**config.mk**
```make
export PLATFORM = sky130hd
export DESIGN_NAME = lcd_controller
export DESIGN_NICKNAME = d
export VERILOG_FILES = /design/src/rtl/lcd_pkg.sv /design/src/rtl/lcd_delay_timer.sv /design/src/rtl/lcd_controller.sv
export SDC_FILE = /design/constraint.sdc
export NUM_CORES = 1
export LEC_CHECK = 0
export CORE_AREA = 2 2 83 93
export DETAILED_ROUTE_END_ITERATION = 6
export DIE_AREA = 0 0 85 95
export GPL_ROUTABILITY_DRIVEN = 0
export GPL_TIMING_DRIVEN = 1
export SYNTH_ARGS = -nofsm -noshare
export SYNTH_HDL_FRONTEND = slang
export SYNTH_SLANG_ARGS = --single-unit
```
**constraint.sdc**
```tcl
create_clock -name CLK -period 3.2 [get_ports CLK]
set_input_delay 0.64 -clock CLK [delete_from_list [all_inputs] [get_ports CLK]]
set_output_delay 0.64 -clock CLK [all_outputs]
set_load 0.01 [all_outputs]
```
**src/rtl/lcd_pkg.sv**
```systemverilog
// Shared types, init tables and timing helpers for the HD44780-style LCD controller.
// Optional busy-flag polling is selected by the LCD_BUSY_POLL_EN macro (see lcd_controller).
package lcd_pkg;

    typedef enum logic [3:0] {
        ST_POWERUP,
        ST_INIT_NIB,
        ST_INIT_WAIT,
        ST_INIT_BYTE,
        ST_IDLE,
        ST_HI_SEND,
        ST_HI_WAIT,
        ST_LO_SEND,
        ST_LO_WAIT,
        ST_GAP
    } lcd_state_e;

    localparam int unsigned TIMER_W    = 24;
    localparam int unsigned INIT_STEPS = 4;

    // Wake-up nibbles in 8-bit mode, then the switch to 4-bit mode.
    localparam logic [3:0]  INIT_NIBBLE         [INIT_STEPS] = '{4'h3, 4'h3, 4'h3, 4'h2};
    localparam int unsigned INIT_NIBBLE_WAIT_US [INIT_STEPS] = '{5000, 200, 200, 200};

    // Function set, display on, clear, entry mode.
    localparam logic [7:0]  INIT_BYTE           [INIT_STEPS] = '{8'h28, 8'h0C, 8'h01, 8'h06};
    localparam int unsigned INIT_BYTE_WAIT_US   [INIT_STEPS] = '{50, 50, 2000, 50};

    localparam int unsigned SLOW_INSTR_US = 2000;
    localparam int unsigned FAST_INSTR_US = 50;
    localparam int unsigned GAP_CYCLES    = 2;

    function automatic logic [TIMER_W-1:0] ms_to_cycles(input int unsigned freq,
                                                        input int unsigned ms);
        return TIMER_W'((freq / 1000) * ms);
    endfunction

    function automatic logic [TIMER_W-1:0] us_to_cycles(input int unsigned freq,
                                                        input int unsigned us);
        return TIMER_W'((freq / 1000) * us / 1000);
    endfunction

    // Clear and return-home instructions need the long execution time.
    function automatic logic is_slow_instr(input logic [7:0] data, input logic rs);
        return !rs && (data == 8'h01 || data == 8'h02 || data == 8'h03);
    endfunction

endpackage

```
**src/rtl/lcd_delay_timer.sv**
```systemverilog
// Down-counting delay timer: load a terminal count, pulse expire in the N-th cycle after load.
// Never wraps; it idles once the count reaches zero.
module lcd_delay_timer
    import lcd_pkg::*;
(
    input  logic               CLK,
    input  logic               RESET_N,
    input  logic               load,
    input  logic [TIMER_W-1:0] terminal,
    output logic               busy,
    output logic               expire
);

    logic [TIMER_W-1:0] count_q;
    logic               active_q;

    // NOTE: sequential state uses non-blocking assignments so every register samples pre-edge values.
    always_ff @(posedge CLK or negedge RESET_N) begin
        if (!RESET_N) begin
            count_q  <= '0;
            active_q <= 1'b0;
        end else if (load) begin
            count_q  <= (terminal == '0) ? '0 : terminal - TIMER_W'(1);
            active_q <= 1'b1;
        end else if (active_q) begin
            if (count_q == '0)
                active_q <= 1'b0;
            else
                count_q <= count_q - TIMER_W'(1);
        end
    end

    assign busy   = active_q;
    assign expire = active_q && (count_q == '0);

endmodule

```
**src/rtl/lcd_controller.sv**
```systemverilog
// LCD controller: power-up wait, 4-bit init sequence, then host bytes split into two nibbles.
// LCD_BUSY_POLL_EN: poll the busy flag after each low nibble instead of fixed execution waits.
module lcd_controller
    import lcd_pkg::*;
#(
    parameter int unsigned FREQ       = 50000000,
    parameter int unsigned POWERUP_MS = 20
) (
    input  logic       CLK,
    input  logic       RESET_N,
    input  logic       wr_valid,
    output logic       wr_ready,
    input  logic [7:0] wr_data,
    input  logic       wr_rs,
    output logic       init_done,
    output logic       xfer_send,
    output logic [3:0] xfer_command,
    output logic       xfer_rs,
    output logic       xfer_read_busy,
    output logic       xfer_mode4bit,
    input  logic       xfer_done
);

    localparam logic [TIMER_W-1:0] POWERUP_CYC = ms_to_cycles(FREQ, POWERUP_MS);
    localparam logic [TIMER_W-1:0] GAP_CYC     = TIMER_W'(GAP_CYCLES);
    localparam logic [TIMER_W-1:0] NIB_WAIT_CYC [INIT_STEPS] = '{
        us_to_cycles(FREQ, INIT_NIBBLE_WAIT_US[0]), us_to_cycles(FREQ, INIT_NIBBLE_WAIT_US[1]),
        us_to_cycles(FREQ, INIT_NIBBLE_WAIT_US[2]), us_to_cycles(FREQ, INIT_NIBBLE_WAIT_US[3])};

`ifdef LCD_BUSY_POLL_EN
    localparam logic LO_READ_BUSY = 1'b1;
`else
    localparam logic LO_READ_BUSY = 1'b0;
    localparam logic [TIMER_W-1:0] SLOW_CYC = us_to_cycles(FREQ, SLOW_INSTR_US);
    localparam logic [TIMER_W-1:0] FAST_CYC = us_to_cycles(FREQ, FAST_INSTR_US);
    localparam logic [TIMER_W-1:0] BYTE_WAIT_CYC [INIT_STEPS] = '{
        us_to_cycles(FREQ, INIT_BYTE_WAIT_US[0]), us_to_cycles(FREQ, INIT_BYTE_WAIT_US[1]),
        us_to_cycles(FREQ, INIT_BYTE_WAIT_US[2]), us_to_cycles(FREQ, INIT_BYTE_WAIT_US[3])};
`endif

    lcd_state_e         state_q, state_d;
    logic [7:0]         data_q, data_d;
    logic               rs_q, rs_d;
    logic [1:0]         nib_idx_q, nib_idx_d;
    logic [1:0]         byte_idx_q, byte_idx_d;
    logic               init_done_q, init_done_d;
    logic               sub_q, sub_d;       // nibble issued (INIT_NIB) / done seen (LO_WAIT)
    logic               gap_lo_q, gap_lo_d; // GAP leads to the low nibble rather than byte end
    logic               tmr_load, tmr_busy, tmr_expire;
    logic [TIMER_W-1:0] tmr_terminal;

    lcd_delay_timer u_timer (
        .CLK      (CLK),
        .RESET_N  (RESET_N),
        .load     (tmr_load),
        .terminal (tmr_terminal),
        .busy     (tmr_busy),
        .expire   (tmr_expire)
    );

    always_ff @(posedge CLK or negedge RESET_N) begin
        if (!RESET_N) begin
            state_q     <= ST_POWERUP;
            data_q      <= '0;
            rs_q        <= 1'b0;
            nib_idx_q   <= '0;
            byte_idx_q  <= '0;
            init_done_q <= 1'b0;
            sub_q       <= 1'b0;
            gap_lo_q    <= 1'b0;
        end else begin
            state_q     <= state_d;
            data_q      <= data_d;
            rs_q        <= rs_d;
            nib_idx_q   <= nib_idx_d;
            byte_idx_q  <= byte_idx_d;
            init_done_q <= init_done_d;
            sub_q       <= sub_d;
            gap_lo_q    <= gap_lo_d;
        end
    end

    // NOTE: every signal driven here gets a default first, so no path can infer a latch.
    always_comb begin
        state_d        = state_q;
        data_d         = data_q;
        rs_d           = rs_q;
        nib_idx_d      = nib_idx_q;
        byte_idx_d     = byte_idx_q;
        init_done_d    = init_done_q;
        sub_d          = sub_q;
        gap_lo_d       = gap_lo_q;
        tmr_load       = 1'b0;
        tmr_terminal   = GAP_CYC;
        wr_ready       = 1'b0;
        xfer_send      = 1'b0;
        xfer_command   = 4'h0;
        xfer_rs        = 1'b0;
        xfer_read_busy = 1'b0;
        xfer_mode4bit  = 1'b0;

        case (state_q)
            ST_POWERUP: begin
                if (tmr_expire) begin
                    state_d = ST_INIT_NIB;
                end else if (!tmr_busy) begin
                    tmr_load     = 1'b1;
                    tmr_terminal = POWERUP_CYC;
                end
            end
            ST_INIT_NIB: begin
                xfer_command = INIT_NIBBLE[nib_idx_q];
                if (!sub_q) begin
                    xfer_send = 1'b1;
                    sub_d     = 1'b1;
                end else if (xfer_done) begin
                    sub_d        = 1'b0;
                    tmr_load     = 1'b1;
                    tmr_terminal = NIB_WAIT_CYC[nib_idx_q];
                    state_d      = ST_INIT_WAIT;
                end
            end
            ST_INIT_WAIT: begin
                if (tmr_expire) begin
                    if (nib_idx_q == 2'd3) begin
                        nib_idx_d = '0;
                        state_d   = ST_INIT_BYTE;
                    end else begin
                        nib_idx_d = nib_idx_q + 2'd1;
                        state_d   = ST_INIT_NIB;
                    end
                end
            end
            ST_INIT_BYTE: begin
                data_d  = INIT_BYTE[byte_idx_q];
                rs_d    = 1'b0;
                state_d = ST_HI_SEND;
            end
            ST_IDLE: begin
                wr_ready = init_done_q;
                if (wr_valid && init_done_q) begin
                    data_d  = wr_data;
                    rs_d    = wr_rs;
                    state_d = ST_HI_SEND;
                end
            end
            ST_HI_SEND, ST_HI_WAIT: begin
                xfer_send     = (state_q == ST_HI_SEND);
                xfer_command  = data_q[7:4];
                xfer_rs       = rs_q;
                xfer_mode4bit = 1'b1;
                if (state_q == ST_HI_SEND) begin
                    state_d = ST_HI_WAIT;
                end else if (xfer_done) begin
                    tmr_load = 1'b1;
                    gap_lo_d = 1'b1;
                    state_d  = ST_GAP;
                end
            end
            ST_LO_SEND: begin
                xfer_send      = 1'b1;
                xfer_command   = data_q[3:0];
                xfer_rs        = rs_q;
                xfer_read_busy = LO_READ_BUSY;
                xfer_mode4bit  = 1'b1;
                state_d        = ST_LO_WAIT;
            end
            ST_LO_WAIT: begin
                xfer_command   = data_q[3:0];
                xfer_rs        = rs_q;
                xfer_read_busy = LO_READ_BUSY;
                xfer_mode4bit  = 1'b1;
`ifdef LCD_BUSY_POLL_EN
                if (xfer_done) begin
                    tmr_load = 1'b1;
                    gap_lo_d = 1'b0;
                    state_d  = ST_GAP;
                end
`else
                // Fixed execution time follows the transfer, then the usual gap.
                if (!sub_q) begin
                    if (xfer_done) begin
                        sub_d    = 1'b1;
                        tmr_load = 1'b1;
                        if (!init_done_q)
                            tmr_terminal = BYTE_WAIT_CYC[byte_idx_q];
                        else if (is_slow_instr(data_q, rs_q))
                            tmr_terminal = SLOW_CYC;
                        else
                            tmr_terminal = FAST_CYC;
                    end
                end else if (tmr_expire) begin
                    sub_d    = 1'b0;
                    tmr_load = 1'b1;
                    gap_lo_d = 1'b0;
                    state_d  = ST_GAP;
                end
`endif
            end
            ST_GAP: begin
                if (tmr_expire) begin
                    if (gap_lo_q) begin
                        state_d = ST_LO_SEND;
                    end else if (init_done_q) begin
                        state_d = ST_IDLE;
                    end else if (byte_idx_q == 2'd3) begin
                        byte_idx_d  = '0;
                        init_done_d = 1'b1;
                        state_d     = ST_IDLE;
                    end else begin
                        byte_idx_d = byte_idx_q + 2'd1;
                        state_d    = ST_INIT_BYTE;
                    end
                end
            end
            default: state_d = ST_POWERUP;
        endcase
    end

    assign init_done = init_done_q;

endmodule
```
# After elaboration in Yosys (flattened, before gate mapping)
# Index checks and enable logic that the tools add are counted.
# word_totals
regBits,45
latchBits,0
mem_bits_rw,0
rom_bits,0
in_bits,13
mem_count,0
# classes
n_addsub,4
n_mul,0
n_div,0
n_lt_le_gt_ge,2
n_eq_ne,26
shift,0
muxes,75
n_bitwise,4
reduce_logical,23
# op_table
operator,n
2-to-1 mux 24 bit,13
binary-select mux 24 bit (select 2 bit),2
case mux 24 bit (3 select lines),1
logical NOT 24 bit,2
2-to-1 mux 4 bit,12
subtractor 24 x 1 -> 24 bit (second input constant),2
2-to-1 mux 20 bit,2
case mux 4 bit (9 select lines),1
2-to-1 mux 1 bit,25
2-to-1 mux 8 bit,3
inequality test 2 bit (second input constant),11
2-to-1 mux 17 bit,1
binary-select mux 8 bit (select 2 bit),1
== test 4 x 3 -> 1 bit (second input constant),4
== test 8 x 2 -> 1 bit (second input constant),2
case mux 8 bit (2 select lines),1
case mux 4 bit (3 select lines),1
2-to-1 mux 3 bit,3
AND reduction 9 bit,1
binary-select mux 4 bit (select 2 bit),1
== test 4 x 2 -> 1 bit (second input constant),2
== test 4 bit (second input constant),2
== test 8 x 1 -> 1 bit (second input constant),1
nonzero test 2 bit,4
21 further kinds,36

# Longest topological paths before layout
# logic_depth
word_depth,12
mapped_depth,11
mapped_depth_nobuf,11

# Modules after synthesis
# From an unflattened synthesis, not the netlist that was laid out.
# hier_totals
hier_cells,417
hier_area_um2,3683.5
# by_module_without_submodules
mod,n_inst,cells_each,area_each_um2,seq_area_each_um2
lcd_delay_timer,1,228,2010.7,625.6
lcd_controller,1,189,1672.9,500.5

# Least setup slack after synthesis
# Ideal clock, no wire load.
# synth_timing
path_type,flip-flop to flip-flop
startpoint,register state_q[1]
endpoint,register u_timer.count_q[17]
arrival_ps,2511
slack_ps,566
stages_incl_launch_ff,12
synth_period_minus_slack_ps,2634
cell_sequence,dfrtp_1 > buf_6 > or4b_1 > buf_2 > nor2_1 > nand3_1 > ha_1 > ha_1 > and3_1 > o221ai_1 > a21oi_1 > o2bb2a_2
# synth_via
elab_chain_len,5
elab_cells_between_ends,16
# synth_rtl
item,line,source
start: declaration,lcd_controller.sv:41,"lcd_state_e state_q, state_d;"
start signal: assignment,lcd_controller.sv:72,state_q <= state_d;
== test 4 bit (tied with other cells),lcd_controller.sv:102,case (state_q)
case mux 24 bit (3 select lines) (tied with other cells),lcd_controller.sv:102,
subtractor 24 x 1 -> 24 bit (tied with other cells),lcd_delay_timer.sv:23,count_q <= (terminal == '0) ? '0 : terminal - TIMER_W'(1);
2-to-1 mux 24 bit (tied with other cells),lcd_delay_timer.sv:23,
2-to-1 mux 24 bit / AND reduction 2 bit (equally long branches),--,
end signal: assignment,lcd_delay_timer.sv:23,
end signal: assignment,lcd_delay_timer.sv:29,count_q <= count_q - TIMER_W'(1);
end: declaration,lcd_delay_timer.sv:14,logic [TIMER_W-1:0] count_q;
# Parallel ways exist; a longest one is shown, timed or not.
# A chain may end at the register's enable or synchronous reset.

# Worst setup path in the final report
# layout_timing
startpoint,register state_q[0]
endpoint,output xfer_rs
# layout_via
elab_chain_len,3
elab_cells_between_ends,6
# layout_rtl
item,line,source
== test 4 x 3 -> 1 bit / == test 4 bit (equally long branches),lcd_controller.sv:102,
OR reduction 4 bit (no source line) (*),--,
2-to-1 mux 1 bit (*),lcd_controller.sv:102,
end: declaration,lcd_controller.sv:18,"output logic xfer_rs,"
# Mark *: on every way between the ends. The rest lies on a longest branch, timed or not.

==> results.cfg <==
[outcome]
outcome = complete, no violations

[worst_setup_path]
critPathMaxStageDelay_ns = 0.72
arrival_ns = 2.40
crit_buf_inv = 1
startpoint_type = register
critPathSlowestCell = or4b_1
endpoint_kind = output pin
path_cells = or4b_1, o21ai_0, and2_1, clkdlybuf4s50_1
worst-setup-path-type = register to output pin
path_max_fanout = 7
crit_family = simple AND/OR/NAND/NOR gates
worstPathRequired_ns = 2.56

[synthesis]
synthCells = 375
synth_area_leaders = dfrtp_1 (36%), nor2_1 (5.8%), a21oi_1 (4.5%)
synth-main-ff-cell = dfrtp_1
synthesis.nets = 398
yosysTopAreaCell = dfrtp_1
synthSimpleGateAreaFrac = 0.273
synth-adder-area-share = 0.0403
async_flop_share = 1.00
yosysWarnings = 0
synth_top_area_share = 0.362
netlist_area_mm2 = 0.00311
post_synth.cell_area_avg_um2 = 8.29
synth_top_family_by_area = simple AND/OR/NAND/NOR gates
ys_ff_latch = 45
synth_cell_types = 64
synthXorXnorAreaFrac = 0.0197
synth_compound_area_frac = 0.220
synth_mux_area_frac = 0.0274
ys_seq_area_frac = 0.362
synth_edf_count = 0

[placed_design]
dp_hpwl_um = 5760
io_buffers = 21

[floorplanning]
die_h_um = 95
rows = 33
die_w_um = 85
design.die.area_mm2 = 0.00808
ioPinCount = 23
initial_utilization = 0.430
core-area_mm2 = 0.00723

[timing]
hold_viol_final = 0
fin_setup_tns_ns = 0
max_slew_margin = 0.301
tightest_slew_ns = 1.05
min_period_ns = 3.04
setup_viol = 0
period_share = 0.950
maxSlewViolCount = 0
rsz0062_at_grt = false
fmax_mhz = 329
skew_ns = 0.00521

[clock_network]
clk_latency_ns = 0.30
htree_levels = 2
cts_made_buffers = 5
cts-root-buf = clkbuf_8
post_cts_buffers = 0
cts_tree = built
clk_pin_slew_ns = 0.09
clkSinkCount = 45
clk_path_buf_depth = 2

[global_route]
grt_pass1_wl_um = 13600
grt_antenna_before_repair = 0
overflow = 0
grt_start_max_net_pins = 46
grt_pass1_vias = 2924
track_usage = 0.209

[detailed_routing]
drt-total-wl_um = 7840
via_per_inst = 5.80
wl_per_cell_um = 16.1
dr.pass1.iters = 5
drc = 0
vias = 2821
first_iter_violations = 122
antenna_left = 0

[final_layout]
area_growth_syn_to_layout_pct = 14.3
antennaDiodeCount = 0
fillers = 712
finalNetCount = 421
drive_gt1_frac = 0.0952

[hold_path]
hold_class = input port to asynchronous set/reset pin

[pwr]
power_leakage_nw = 1.51
irDropWorstVdd_uv = 463
p_total_mw = 2.93
powerDensity_mw_per_mm2 = 825

[job]
drv_cap = 0
-- where the power goes --
part	total [mW]	internal (mW)	switching, mW	leakage [nW]
combinational	1.46	0.659	0.802	0.886
sequential	1.01	0.772	0.241	0.566
clock	0.458	0.254	0.204	0.0574
total	2.93	1.68	1.25	1.51
-- state kept, by name, summed over array words and instances, names as in the netlist --
register         flops
rs_q                 1
u_timer.count_q     24
u_timer.busy         1
sub_q                1
nib_idx_q            2
data_q               8
gap_lo_q             1
init_done            1
state_q              4
byte_idx_q           2
-- metal layers --
layer,global-route usage,up-vias,share of wire
li1,-,1397,-
met1,0.243,1344,0.44
met2,0.378,65,0.50
met3,0.0323,15,0.034
met4,0.0886,0,0.026
met5,0,-,0
-- synthesized netlist by cell type, types with 3 or more instances --
library cell	number
xnor2_1	5
inv_1	19
a21oi_1	28
nor2_1	48
and2_1	3
o22a_1	9
nand2b_1	4
nand3_1	14
o21ai_0	23
a31oi_1	5
nand2_1	27
mux2i_1	4
dfrtp_1	45
nor4_1	6
or2_1	4
nor2b_1	6
buf_2	5
a2bb2oi_1	5
o21a_1	7
nand4_1	4
nor3_1	14
and3_1	4
clkbuf_1	9
or3_1	6
o21ai_1	4
o31ai_1	7
ha_1	10
-- stage by stage --
step / util / setup slack (ns) / instance area [um^2] / hold slack (ns) / instances
floorplan: - / 0.566 / 3110 / 0.344 / 375
global placement: 0.474 / 0.175 / 3430 / 0.521 / 478
detailed placement: 0.474 / 0.114 / 3430 / 0.528 / 478
CTS: 0.491 / 0.0160 / 3550 / 0.549 / 486
global route: 0.492 / 0.0342 / 3550 / 0.583 / 486
finish: 0.492 / 0.161 / 3550 / 0.521 / 486
-- final cells by class --
type / count / area, um^2 / area share
Clock buffer: 6 / 82.6 / 0.0232
Clock inverter: 2 / 37.5 / 0.0106
Inverter: 20 / 75.1 / 0.0211
Multi-Input combinational cell: 291 / 1810 / 0.510
Sequential cell: 45 / 1130 / 0.317
Tap cell: 87 / 109 / 0.0306
Timing Repair Buffer: 35 / 310 / 0.0874
-- path summary, 6_finish.rpt --
check / startpoint / endpoint / slack [ns] / cells past startpoint
max in group asynchronous: RESET_N / state_q[0] / 1.98 / 1
setup / recovery: state_q[0] / xfer_rs / 0.16 / 4
setup reg to reg: state_q[0] / u_timer.count_q[17] / 0.34 / 9
min in group CLK: nib_idx_q[1] / nib_idx_q[1] / 0.54 / 1
hold / removal: RESET_N / u_timer.count_q[3] / 0.52 / 1
hold reg to reg: nib_idx_q[1] / nib_idx_q[1] / 0.54 / 1
-- repair_timing --
action,4_1_cts,5_1_grt
cloned,0,0
hold buffers,0,0
endpoints found under the setup margin,2,3
resized for setup,1,2
-- cell usage in the layout, fill, tap and decap left out, drive strengths merged, types with 3 or more instances in the layout --
cell	Yosys	final
nor2	49	49
dfrtp	45	45
a21oi	28	28
nand2	27	27
o21ai	27	27
clkdlybuf4s50	0	20
inv	20	20
nor3	15	15
buf	10	15
nand3	14	14
ha	10	10
o22a	9	9
nor4	8	8
o31ai	7	7
o21a	7	7
or3	7	7
nor2b	6	6
clkbuf	9	6
xnor2	5	5
a2bb2oi	5	5
a31oi	5	5
or2	5	5
nand2b	4	4
nand4	4	4
mux2i	4	4
and3	4	4
mux2	4	4
and2	3	3
nor4b	3	3
-- logic make-up after synthesis --
family                     Yosys count
AOI/OAI and AO/OA                  105
and+or+nand+nor                    160
muxes                                8
xor gates and xnor gates             7
adders and majority gates           10
DFF                                 45
buffers and inverters               39
other                                1
No activity file was read; power rests on OpenSTA's default activity.
